===== src/rtl/axi_wr_arb_pkg.sv =====
`default_nettype none
// ============================================================================
// Module      : axi_wr_arb_pkg
// Description : Shared types, constants and helpers for the AXI write-port
//               arbiter and its grant-ordering FIFO.
//               - PSEL       : port-select width for the default 2-port build
//               - aw_state_t : AW arbitration FSM states
//               - aw_req_t   : AW request fields at the default widths
//               - clog2      : ceiling log2 for parameter arithmetic
// Revision    : 1.0 - initial release
// ============================================================================
package axi_wr_arb_pkg;

   function automatic int clog2(input int value);
      int r;
      r = 0;
      for (int i = 0; i < 31; i++) begin
         if ((1 << i) < value) r = i + 1;
      end
      return r;
   endfunction

   localparam int DEF_NUM_PORTS = 2;
   localparam int PSEL          = clog2(DEF_NUM_PORTS);

   typedef enum logic [0:0] {
      AW_IDLE  = 1'b0,
      AW_ISSUE = 1'b1
   } aw_state_t;

   // Field layout of one AW request at the default widths
   // (ID 4, address 29, length 9, QoS 4).
   typedef struct packed {
      logic [3:0]  id;
      logic [28:0] addr;
      logic [8:0]  len;
      logic [3:0]  qos;
   } aw_req_t;

endpackage : axi_wr_arb_pkg
`default_nettype wire


===== src/rtl/arb_grant_fifo.sv =====
`default_nettype none
// ============================================================================
// Module      : arb_grant_fifo
// Description : Synchronous FIFO of port indices that records the order in
//               which AW grants were issued, so write data (or read data) can
//               be steered in the same order.
// Ports       : clk    - clock
//               rst_n  - asynchronous active-low reset (FIFO becomes empty)
//               push   - write din (accepted when not full, or when full and
//                        popping in the same cycle)
//               din    - entry to write
//               pop    - discard head entry (ignored when empty)
//               head   - oldest entry
//               full   - DEPTH entries held
//               empty  - no entries held
//               level  - current occupancy
// Revision    : 1.0 - initial release
// ============================================================================
module arb_grant_fifo
   import axi_wr_arb_pkg::*;
#(
   parameter int WIDTH = 1,
   parameter int DEPTH = 4
)(
   input  logic                    clk,
   input  logic                    rst_n,
   input  logic                    push,
   input  logic [WIDTH-1:0]        din,
   input  logic                    pop,
   output logic [WIDTH-1:0]        head,
   output logic                    full,
   output logic                    empty,
   output logic [clog2(DEPTH):0]   level
);

   localparam int AW = (clog2(DEPTH) < 1) ? 1 : clog2(DEPTH);

   logic [WIDTH-1:0] mem [DEPTH];
   logic [AW-1:0]    wr_ptr;
   logic [AW-1:0]    rd_ptr;
   logic [AW:0]      count;
   logic             do_push;
   logic             do_pop;

   assign do_pop  = pop && (count != '0);
   // A pop in the same cycle frees the slot, so push is legal even when full.
   assign do_push = push && (!full || do_pop);

   always_ff @(posedge clk or negedge rst_n) begin
      if (!rst_n) begin
         wr_ptr <= '0;
         rd_ptr <= '0;
         count  <= '0;
      end else begin
         if (do_push) wr_ptr <= wr_ptr + 1'b1;
         if (do_pop)  rd_ptr <= rd_ptr + 1'b1;
         case ({do_push, do_pop})
            2'b10:   count <= count + 1'b1;
            2'b01:   count <= count - 1'b1;
            default: count <= count;
         endcase
      end
   end

   // Storage needs no reset: entries are only observed through valid pointers.
   always_ff @(posedge clk) begin
      if (do_push) mem[wr_ptr] <= din;
   end

   assign head  = mem[rd_ptr];
   assign full  = (count == (AW+1)'(DEPTH));
   assign empty = (count == '0);
   assign level = count;

endmodule : arb_grant_fifo
`default_nettype wire


===== src/rtl/axi_wr_arbiter.sv =====
`default_nettype none
// ============================================================================
// Module      : axi_wr_arbiter
// Description : Shares one AXI4 write port (AW/W/B) among NUM_PORTS upstream
//               write engines. AW is arbitrated round-robin (or QoS-first with
//               round-robin tie-break when AXI_WR_ARB_QOS_EN is defined), W
//               beats follow AW grant order via a grant FIFO, and B responses
//               are routed back by the low ID bits.
// Macro       : AXI_WR_ARB_QOS_EN - highest s_awqos wins among valid ports.
// Ports       : axi_aclk / axi_resetn - clock, async active-low reset
//               s_aw*  - per-port AW channel, packed with port 0 at LSB
//               s_w*   - per-port W channel, packed with port 0 at LSB
//               s_b*   - per-port B valid/ready, broadcast bresp
//               m_aw*, m_w*, m_b* - single downstream AXI write port
//               gfifo_level - grant FIFO occupancy (debug)
// Revision    : 1.0 - initial release
// ============================================================================
module axi_wr_arbiter
   import axi_wr_arb_pkg::*;
#(
   parameter int NUM_PORTS   = 2,
   parameter int ASIZE       = 29,
   parameter int LSIZE       = 9,
   parameter int AXI_DSIZE   = 256,
   parameter int IDSIZE      = 4,
   parameter int GFIFO_DEPTH = 4
)(
   input  logic                            axi_aclk,
   input  logic                            axi_resetn,
   input  logic [NUM_PORTS*IDSIZE-1:0]     s_awid,
   input  logic [NUM_PORTS*ASIZE-1:0]      s_awaddr,
   input  logic [NUM_PORTS*LSIZE-1:0]      s_awlen,
   input  logic [NUM_PORTS*4-1:0]          s_awqos,
   input  logic [NUM_PORTS-1:0]            s_awvalid,
   output logic [NUM_PORTS-1:0]            s_awready,
   input  logic [NUM_PORTS*AXI_DSIZE-1:0]  s_wdata,
   input  logic [NUM_PORTS-1:0]            s_wlast,
   input  logic [NUM_PORTS-1:0]            s_wvalid,
   output logic [NUM_PORTS-1:0]            s_wready,
   output logic [1:0]                      s_bresp,
   output logic [NUM_PORTS-1:0]            s_bvalid,
   input  logic [NUM_PORTS-1:0]            s_bready,
   output logic [IDSIZE-1:0]               m_awid,
   output logic [ASIZE-1:0]                m_awaddr,
   output logic [LSIZE-1:0]                m_awlen,
   output logic [3:0]                      m_awqos,
   output logic                            m_awvalid,
   input  logic                            m_awready,
   output logic [AXI_DSIZE-1:0]            m_wdata,
   output logic                            m_wlast,
   output logic                            m_wvalid,
   input  logic                            m_wready,
   input  logic [IDSIZE-1:0]               m_bid,
   input  logic [1:0]                      m_bresp,
   input  logic                            m_bvalid,
   output logic                            m_bready,
   output logic [clog2(GFIFO_DEPTH):0]     gfifo_level
);

   localparam int PS = (clog2(NUM_PORTS) < 1) ? 1 : clog2(NUM_PORTS);

   aw_state_t     state_q;
   aw_state_t     state_d;
   logic [PS-1:0] rr_q;
   logic [PS-1:0] winner_q;
   logic [PS-1:0] pick;
   logic [PS:0]   cand;
   logic          found;
   logic          aw_grant;
   logic          aw_push;
   logic [PS-1:0] head;
   logic          fifo_full;
   logic          fifo_empty;
   logic          w_pop;
   logic [PS-1:0] bidx;
   logic          bid_ok;
`ifdef AXI_WR_ARB_QOS_EN
   logic [3:0]    best_qos;
`endif

   // ---------------------------------------------------------------------
   // Winner selection: scan ports starting at rr_q, wrapping at NUM_PORTS.
   // With QoS enabled only ports at the highest valid QoS are eligible.
   // ---------------------------------------------------------------------
   always_comb begin
      found = 1'b0;
      pick  = '0;
      cand  = '0;
`ifdef AXI_WR_ARB_QOS_EN
      best_qos = '0;
      for (int p = 0; p < NUM_PORTS; p++) begin
         if (s_awvalid[p] && (s_awqos[p*4 +: 4] > best_qos)) best_qos = s_awqos[p*4 +: 4];
      end
`endif
      for (int k = 0; k < NUM_PORTS; k++) begin
         cand = (PS+1)'(rr_q) + (PS+1)'(k);
         if (cand >= (PS+1)'(NUM_PORTS)) cand = cand - (PS+1)'(NUM_PORTS);
`ifdef AXI_WR_ARB_QOS_EN
         if (!found && s_awvalid[cand[PS-1:0]] && (s_awqos[cand[PS-1:0]*4 +: 4] == best_qos)) begin
`else
         if (!found && s_awvalid[cand[PS-1:0]]) begin
`endif
            found = 1'b1;
            pick  = cand[PS-1:0];
         end
      end
   end

   // ---------------------------------------------------------------------
   // AW FSM
   // ---------------------------------------------------------------------
   always_comb begin
      state_d  = state_q;
      aw_grant = 1'b0;
      aw_push  = 1'b0;
      case (state_q)
         AW_IDLE: begin
            // Only one grant can be in flight, so space seen here is still
            // available when the push happens in ISSUE.
            if (found && !fifo_full) begin
               aw_grant = 1'b1;
               state_d  = AW_ISSUE;
            end
         end
         AW_ISSUE: begin
            if (m_awready) begin
               aw_push = 1'b1;
               state_d = AW_IDLE;
            end
         end
         default: state_d = AW_IDLE;
      endcase
   end

   always_ff @(posedge axi_aclk or negedge axi_resetn) begin
      if (!axi_resetn) begin
         state_q  <= AW_IDLE;
         rr_q     <= '0;
         winner_q <= '0;
         m_awid   <= '0;
         m_awaddr <= '0;
         m_awlen  <= '0;
         m_awqos  <= '0;
      end else begin
         state_q <= state_d;
         if (aw_grant) begin
            winner_q <= pick;
            m_awid   <= s_awid[pick*IDSIZE +: IDSIZE];
            m_awaddr <= s_awaddr[pick*ASIZE +: ASIZE];
            m_awlen  <= s_awlen[pick*LSIZE +: LSIZE];
            m_awqos  <= s_awqos[pick*4 +: 4];
         end
         if (aw_push) begin
            rr_q <= (winner_q == PS'(NUM_PORTS-1)) ? '0 : winner_q + 1'b1;
         end
      end
   end

   assign m_awvalid = (state_q == AW_ISSUE);

   // ---------------------------------------------------------------------
   // Grant FIFO: remembers AW order so W beats follow it.
   // ---------------------------------------------------------------------
   arb_grant_fifo #(
      .WIDTH (PS),
      .DEPTH (GFIFO_DEPTH)
   ) u_gfifo (
      .clk   (axi_aclk),
      .rst_n (axi_resetn),
      .push  (aw_push),
      .din   (winner_q),
      .pop   (w_pop),
      .head  (head),
      .full  (fifo_full),
      .empty (fifo_empty),
      .level (gfifo_level)
   );

   // ---------------------------------------------------------------------
   // W mux: only the port at the FIFO head is forwarded.
   // ---------------------------------------------------------------------
   assign m_wvalid = !fifo_empty && s_wvalid[head];
   assign m_wlast  = !fifo_empty && s_wlast[head];
   assign m_wdata  = fifo_empty ? '0 : s_wdata[head*AXI_DSIZE +: AXI_DSIZE];
   assign w_pop    = m_wvalid && m_wready && m_wlast;

   // ---------------------------------------------------------------------
   // B routing: full ID must name an existing port, otherwise the
   // response is acknowledged here and dropped.
   // ---------------------------------------------------------------------
   assign bidx     = m_bid[PS-1:0];
   assign bid_ok   = ({1'b0, m_bid} < (IDSIZE+1)'(NUM_PORTS));
   assign m_bready = bid_ok ? s_bready[bidx] : 1'b1;
   assign s_bresp  = m_bresp;

   for (genvar i = 0; i < NUM_PORTS; i++) begin : g_port
      assign s_awready[i] = aw_grant && (pick == PS'(i));
      assign s_wready[i]  = !fifo_empty && (head == PS'(i)) && m_wready;
      assign s_bvalid[i]  = m_bvalid && bid_ok && (bidx == PS'(i));
   end

endmodule : axi_wr_arbiter
`default_nettype wire

===== config.mk =====
export PLATFORM = sky130hd
export DESIGN_NAME = axi_wr_arbiter
export DESIGN_NICKNAME = d
export VERILOG_FILES = /design/src/rtl/axi_wr_arb_pkg.sv /design/src/rtl/arb_grant_fifo.sv /design/src/rtl/axi_wr_arbiter.sv
export SDC_FILE = /design/constraint.sdc
export NUM_CORES = 1
export LEC_CHECK = 0
export CAP_MARGIN = 20
export CORE_AREA = 2 2 362 364
export CTS_CLUSTER_DIAMETER = 80
export DETAILED_ROUTE_END_ITERATION = 6
export DIE_AREA = 0 0 364 366
export PLACE_DENSITY = 0.3
export SYNTH_ARGS = -nofsm -noshare
export SYNTH_HDL_FRONTEND = slang
export SYNTH_SLANG_ARGS = --single-unit
export TNS_END_PERCENT = 10

===== constraint.sdc =====
create_clock -name axi_aclk -period 8.9 [get_ports axi_aclk]
set_input_delay 2.67 -clock axi_aclk [delete_from_list [all_inputs] [get_ports axi_aclk]]
set_output_delay 2.67 -clock axi_aclk [all_outputs]
set_load 0.01 [all_outputs]

# Yosys cells after proc, flatten, opt, wreduce, memory -nomap -nowiden
# Memories as Yosys holds them, arrays and structs flattened.
# Index checks and enable logic that the tools add are counted.
[totals]
register_bits = 56
ramBits = 4
inputBits = 623
output_inout_bits = 317
memories = 1
[mem_list]
columns = ["memory", "words", "word_bits", "read_ports", "rd_clocked_by_memory_dff", "wr", "line_no", "source"]
rows = [
  ["u_gfifo.mem", 4, 1, 1, 0, 1, "arb_grant_fifo.sv:38", "logic [WIDTH-1:0] mem [DEPTH];"],
]
[op_classes]
add_sub_neg = 8
n_mul = 2
n_lt_le_gt_ge = 7
eq_ne = 3
n_shift = 5
muxes = 28
bitwise = 4
n_reduce_logical = 24
[op_table]
columns = ["op", "count"]
rows = [
  ["$shiftx A512 B10 Y256", 1],
  ["$mux W256", 1],
  ["$shiftx A58 B7 Y29", 1],
  ["$mux W1", 25],
  ["$shiftx A18 B6 Y9", 1],
  ["$logic_and A1 B1 Y1", 17],
  ["$shiftx A8 B4 Y4", 2],
  ["$lt A1 B2 Y1 const B", 4],
  ["$mul A1 B5 Y6 const B", 1],
  ["$pmux W3 S2", 1],
  ["$mul A1 B4 Y5 const B", 1],
  ["$add A2 B1 Y2 const B", 2],
  ["$lt A4 B2 Y1 const B", 1],
  ["$not A1 Y1", 4],
  ["$add A3 B1 Y3 const B", 1],
  ["$eq A3 B3 Y1 const B", 1],
  ["$logic_not A1 Y1", 3],
  ["$logic_not A3 Y1", 1],
  ["$reduce_bool A3 Y1", 1],
  ["$sub A3 B1 Y3 const B", 1],
  ["$add A1 B1 Y2 const B", 1],
  ["$eq A2 B1 Y1 const B", 1],
  ["$eq A2 B2 Y1 const B", 1],
  ["$ge A1 B2 Y1 const B", 1],
  ["other kinds (6)", 7],
]

# Longest topological paths before layout
[depth]
word_depth = 12
mapped_depth = 10
mapped_depth_nobuf = 8

# By module
# A second synthesis with hierarchy kept.
[hier_totals]
cells_unflattened = 803
area_unflattened_um2 = 6769.0
[by_module_without_submodules]
columns = ["module", "instances", "cells_each", "area_each_um2"]
rows = [
  ["axi_wr_arbiter", 1, 760, 6188.4],
  ["arb_grant_fifo", 1, 43, 580.6],
]

# Least setup slack after synthesis
# No wires, ideal clock.
[synth_timing]
path_type = "input to output"
start = "in s_awvalid[0]"
end = "out s_awready[1]"
arrival_ps = 3231
required_time_ps = 6230
slack_ps = 2999
cell_stages = 3
path_buffers = 1
path_cell_list = "nand2b_1 -> and3_1 -> clkbuf_1"
[synth_via]
elab_chain_len = 10
[synth_rtl]
columns = ["element", "line_no", "source"]
rows = [
  ["from (decl)", "axi_wr_arbiter.sv:34", "input logic [NUM_PORTS-1:0] s_awvalid,"],
  ["$mux W1 (implied by the code) (2 in series)", "axi_wr_arbiter.sv:101", "if (!found && s_awvalid[cand[PS-1:0]]) begin"],
  ["$mux W1", "axi_wr_arbiter.sv:101", ""],
  ["$logic_not A1 Y1", "axi_wr_arbiter.sv:101", ""],
  ["$logic_and A1 B1 Y1", "axi_wr_arbiter.sv:101", ""],
  ["$mux W1", "axi_wr_arbiter.sv:101", ""],
  ["$logic_and A1 B1 Y1", "axi_wr_arbiter.sv:120", "if (found && !fifo_full) begin"],
  ["$mux W1", "axi_wr_arbiter.sv:120", ""],
  ["$mux W1", "axi_wr_arbiter.sv:116", "case (state_q)"],
  ["$logic_and A1 B1 Y1 *", "axi_wr_arbiter.sv:197", "assign s_awready[i] = aw_grant && (pick == PS'(i));"],
  ["to (decl)", "axi_wr_arbiter.sv:35", "output logic [NUM_PORTS-1:0] s_awready,"],
]
# Mark *: on every way between the ends. The rest lies on a longest branch, timed or not. The select of a mux whose other input is x is not followed.

# Worst setup path after layout
[layout_timing]
start = "in s_wdata[99]"
end = "out m_wdata[99]"
[layout_via]
elab_chain_len = 2
[layout_rtl]
columns = ["element", "line_no", "source"]
rows = [
  ["from (decl)", "axi_wr_arbiter.sv:36", "input logic [NUM_PORTS*AXI_DSIZE-1:0] s_wdata,"],
  ["$shiftx A512 B10 Y256", "axi_wr_arbiter.sv:184", "assign m_wdata = fifo_empty ? '0 : s_wdata[head*AXI_DSIZE +: AXI_DSIZE];"],
  ["$mux W256", "axi_wr_arbiter.sv:184", ""],
  ["to (decl)", "axi_wr_arbiter.sv:49", "output logic [AXI_DSIZE-1:0] m_wdata,"],
]
# Every way passes these cells.

==> metrics.txt <==
post-synthesis xor/xnor area fraction=0.548%; Tcrit/Tclk final=81.2%; Worst Path Arrival=4.56 ns; Final setup viols=0; met2 GRT Util=21.1%; DRT Wirelength=85.0 mm; Achievable Freq=138 MHz; Clock Latency Late Sink=0.35 ns; post-CTS resize count=0; Crit path required time=6.23 ns; Rows=132; M1 GR Usage=14.9%; setup bufs post-CTS=0; initial DRC count=519; post-synthesis simple-gate area fraction=32.9%; main combinational cell family by area after synthesis=compound AO/OA/AOI/OAI gates; GRT Util Overall=12.1%; Post-Syn Instances=1094; Antenna Nets Post-Route=0; # IOs=940; status=finished clean; Pins Over Slew Limit=0; endpoints failing hold=0; CTS Hold Buffers Added=0; DR vias=11.1k; GRT busiest layer=met2; htree depth=3; antenna violations before repair=35; Worst R2R Setup Slack=4.12 ns; met3 usage=4.01%; Netlist cell types=34; maximum vdd drop=0.000143 V; DIE AREA=133000 µm²; first-pass GRT wire length=110 mm; routed len/inst=22.9 µm; Die X=364 µm; min Tclk post-route=7.23 ns; buffers added on ports=935; Reg clk slew, reported paths=0.05 ns; initial core utilization=4.96%; gpl congestion=0.797; critical path class=input port to primary output; Cell Pwr Density=330 nW/µm²; Worst setup EP type=primary output; clk_skew=0.00729 ns; TritonRoute pass-1 iters=4; maximum clock path buffer count=2; Nets=2587; syn_nets=1722; # clock sinks=60; Post-route DRC=0; total CTS buffers=9; crit start category=input port; share of cells above drive strength 1=2.44%; Final Cell Area=18100 µm²; Warnings, synthesis=0; CTS tree=yes; root buffer selected by CTS=clkbuf_16; adder-cell share of the synthesized area=1.10%; Final HPWL DP=73.5 mm; Placement Cell Area=17700 µm²; post-synthesis compound-gate area fraction=32.9%; Hold Path Class=flip-flop to flip-flop; syn avg cell area=5.84 µm²; synthesized area=6390 µm²; register area share after synthesis=23.8%; unrepaired setup endpoints after global routing=no; post-synthesis mux area share=1.64%; Layout area overhead=183%; maximum number of pins on one net before global-route repair=111; vias in the first global route=11.7k; Least-Margin Pin Slew=0.885 ns; die span in y=366 µm; Fin Setup TNS=0 ns; total core area=129000 µm²; grt total ovfl=0; Filler cells=14.9k; drt via density=2.99; reported max-cap violation count=0; leakage=6.96 nW; #FFs+latches synth=60; Reg area=1520 µm²; area of the multi-input gates=4460 µm²; Worst Path Max Fanout=1; Rel. slew slack=40.9%
kinds of logic (layout without fill, tap and decap cells):
group           Yosys count  count (layout)
fa+ha+maj                 5               5
buf+inv                 109             979
simple gates            547             547
flops                    60              60
other cells               0               8
mux                       9               9
compound gates          360             360
xor+xnor                  4               4
path summary, 6_finish.rpt:
kind | from | to | cells past startpoint
worst max-delay path | s_wdata[99] | m_wdata[99] | 4
worst min-delay path | rr_q | rr_q | 2
worst max register to register | u_gfifo.rd_ptr[0] | u_gfifo.level[2] | 9
worst min register to register | rr_q | rr_q | 2
max in group asynchronous | axi_resetn | m_awid[1] | 2
min in group asynchronous | axi_resetn | m_awaddr[8] | 2
worst max-delay path, stage by stage:
cell and delay, ns:
clkdlybuf4s50_1 0.46, nand2_1 0.05, a21oi_1 0.67, clkdlybuf4s50_1 0.70
layout make-up:
type / instances / area share [%]
Inverter: 5 / 0.104
Clock inverter: 3 / 0.373
Sequential cell: 60 / 8.41
Tap cell: 1742 / 12.0
Timing Repair Buffer: 958 / 52.9
Multi-Input combinational cell: 925 / 24.7
Clock buffer: 13 / 1.44
Antenna cell: 8 / 0.111
report_power, final:
part           total, mW  switching, mW  internal, mW
sequential         0.512         0.0998         0.412
clock              0.405          0.142         0.263
combinational       5.05           2.77          2.29
placed cells by master (no fill, tap or decap), types with 4 or more instances in the layout:
master and n:
clkdlybuf4s50_1 934, nand2_1 525, a21oi_1 259, dfrtp_1 56, a21o_1 47, a22o_1 46
buf_4 19, clkbuf_16 10, diode_2 8, mux2i_1 6, nor2_1 6, inv_1 5
and2_1 4, xnor2_1 4, ha_1 4, edfxtp_1 4
sequential cells by signal, indices dropped and copies added (netlist names):
name            count
winner_q            1
m_awaddr           29
rr_q                1
u_gfifo.wr_ptr      2
m_awlen             9
m_awid              4
m_awvalid           1
u_gfifo.level       3
m_awqos             4
u_gfifo.rd_ptr      2
u_gfifo.mem         4
metrics by stage:
step,hold slack (ns),cells,worst slack [ns],util [%],total power [mW]
2_1_floorplan,0.441,1094,3.00,-,2.53
3_3_place_gp,0.509,3689,1.02,13.8,5.76
3_5_place_dp,0.504,3690,1.55,13.8,5.70
4_1_cts,0.537,3706,1.53,14.0,6.15
5_1_grt,0.557,3707,1.54,14.0,6.45
6_report,0.523,3714,1.67,14.0,5.97
cell usage after synthesis, drive strengths merged:
cell type,n,share of area [%]
nand2b,1,0.098
fa,1,0.31
and2,4,0.39
nor2b,1,0.098
nand3,2,0.23
mux2,2,0.35
dfrtp,56,22
xnor2,4,0.55
nand2,525,31
o22ai,1,0.098
inv,5,0.29
mux2i,6,0.94
edfxtp,4,1.9
nor2,6,0.35
or3,2,0.20
a22o,46,6.3
a21oi,262,21
or4b,1,0.16
o21ai,3,0.23
clkbuf,75,4.4
a31oi,1,0.098
a21o,47,5.5
and3,2,0.20
ha,4,0.78
mux4,1,0.35
nor3,2,0.16
nor3b,1,0.20
buf,29,2.4
layer usage:
layer / up-vias / part of all wire [%]
met1: 5114 / 42
met2: 550 / 48
met3: 68 / 8.5
li1: 5357 / -
met4: 14 / 0.77
met5: - / 0.089
Power figures use the tool's default switching activity.
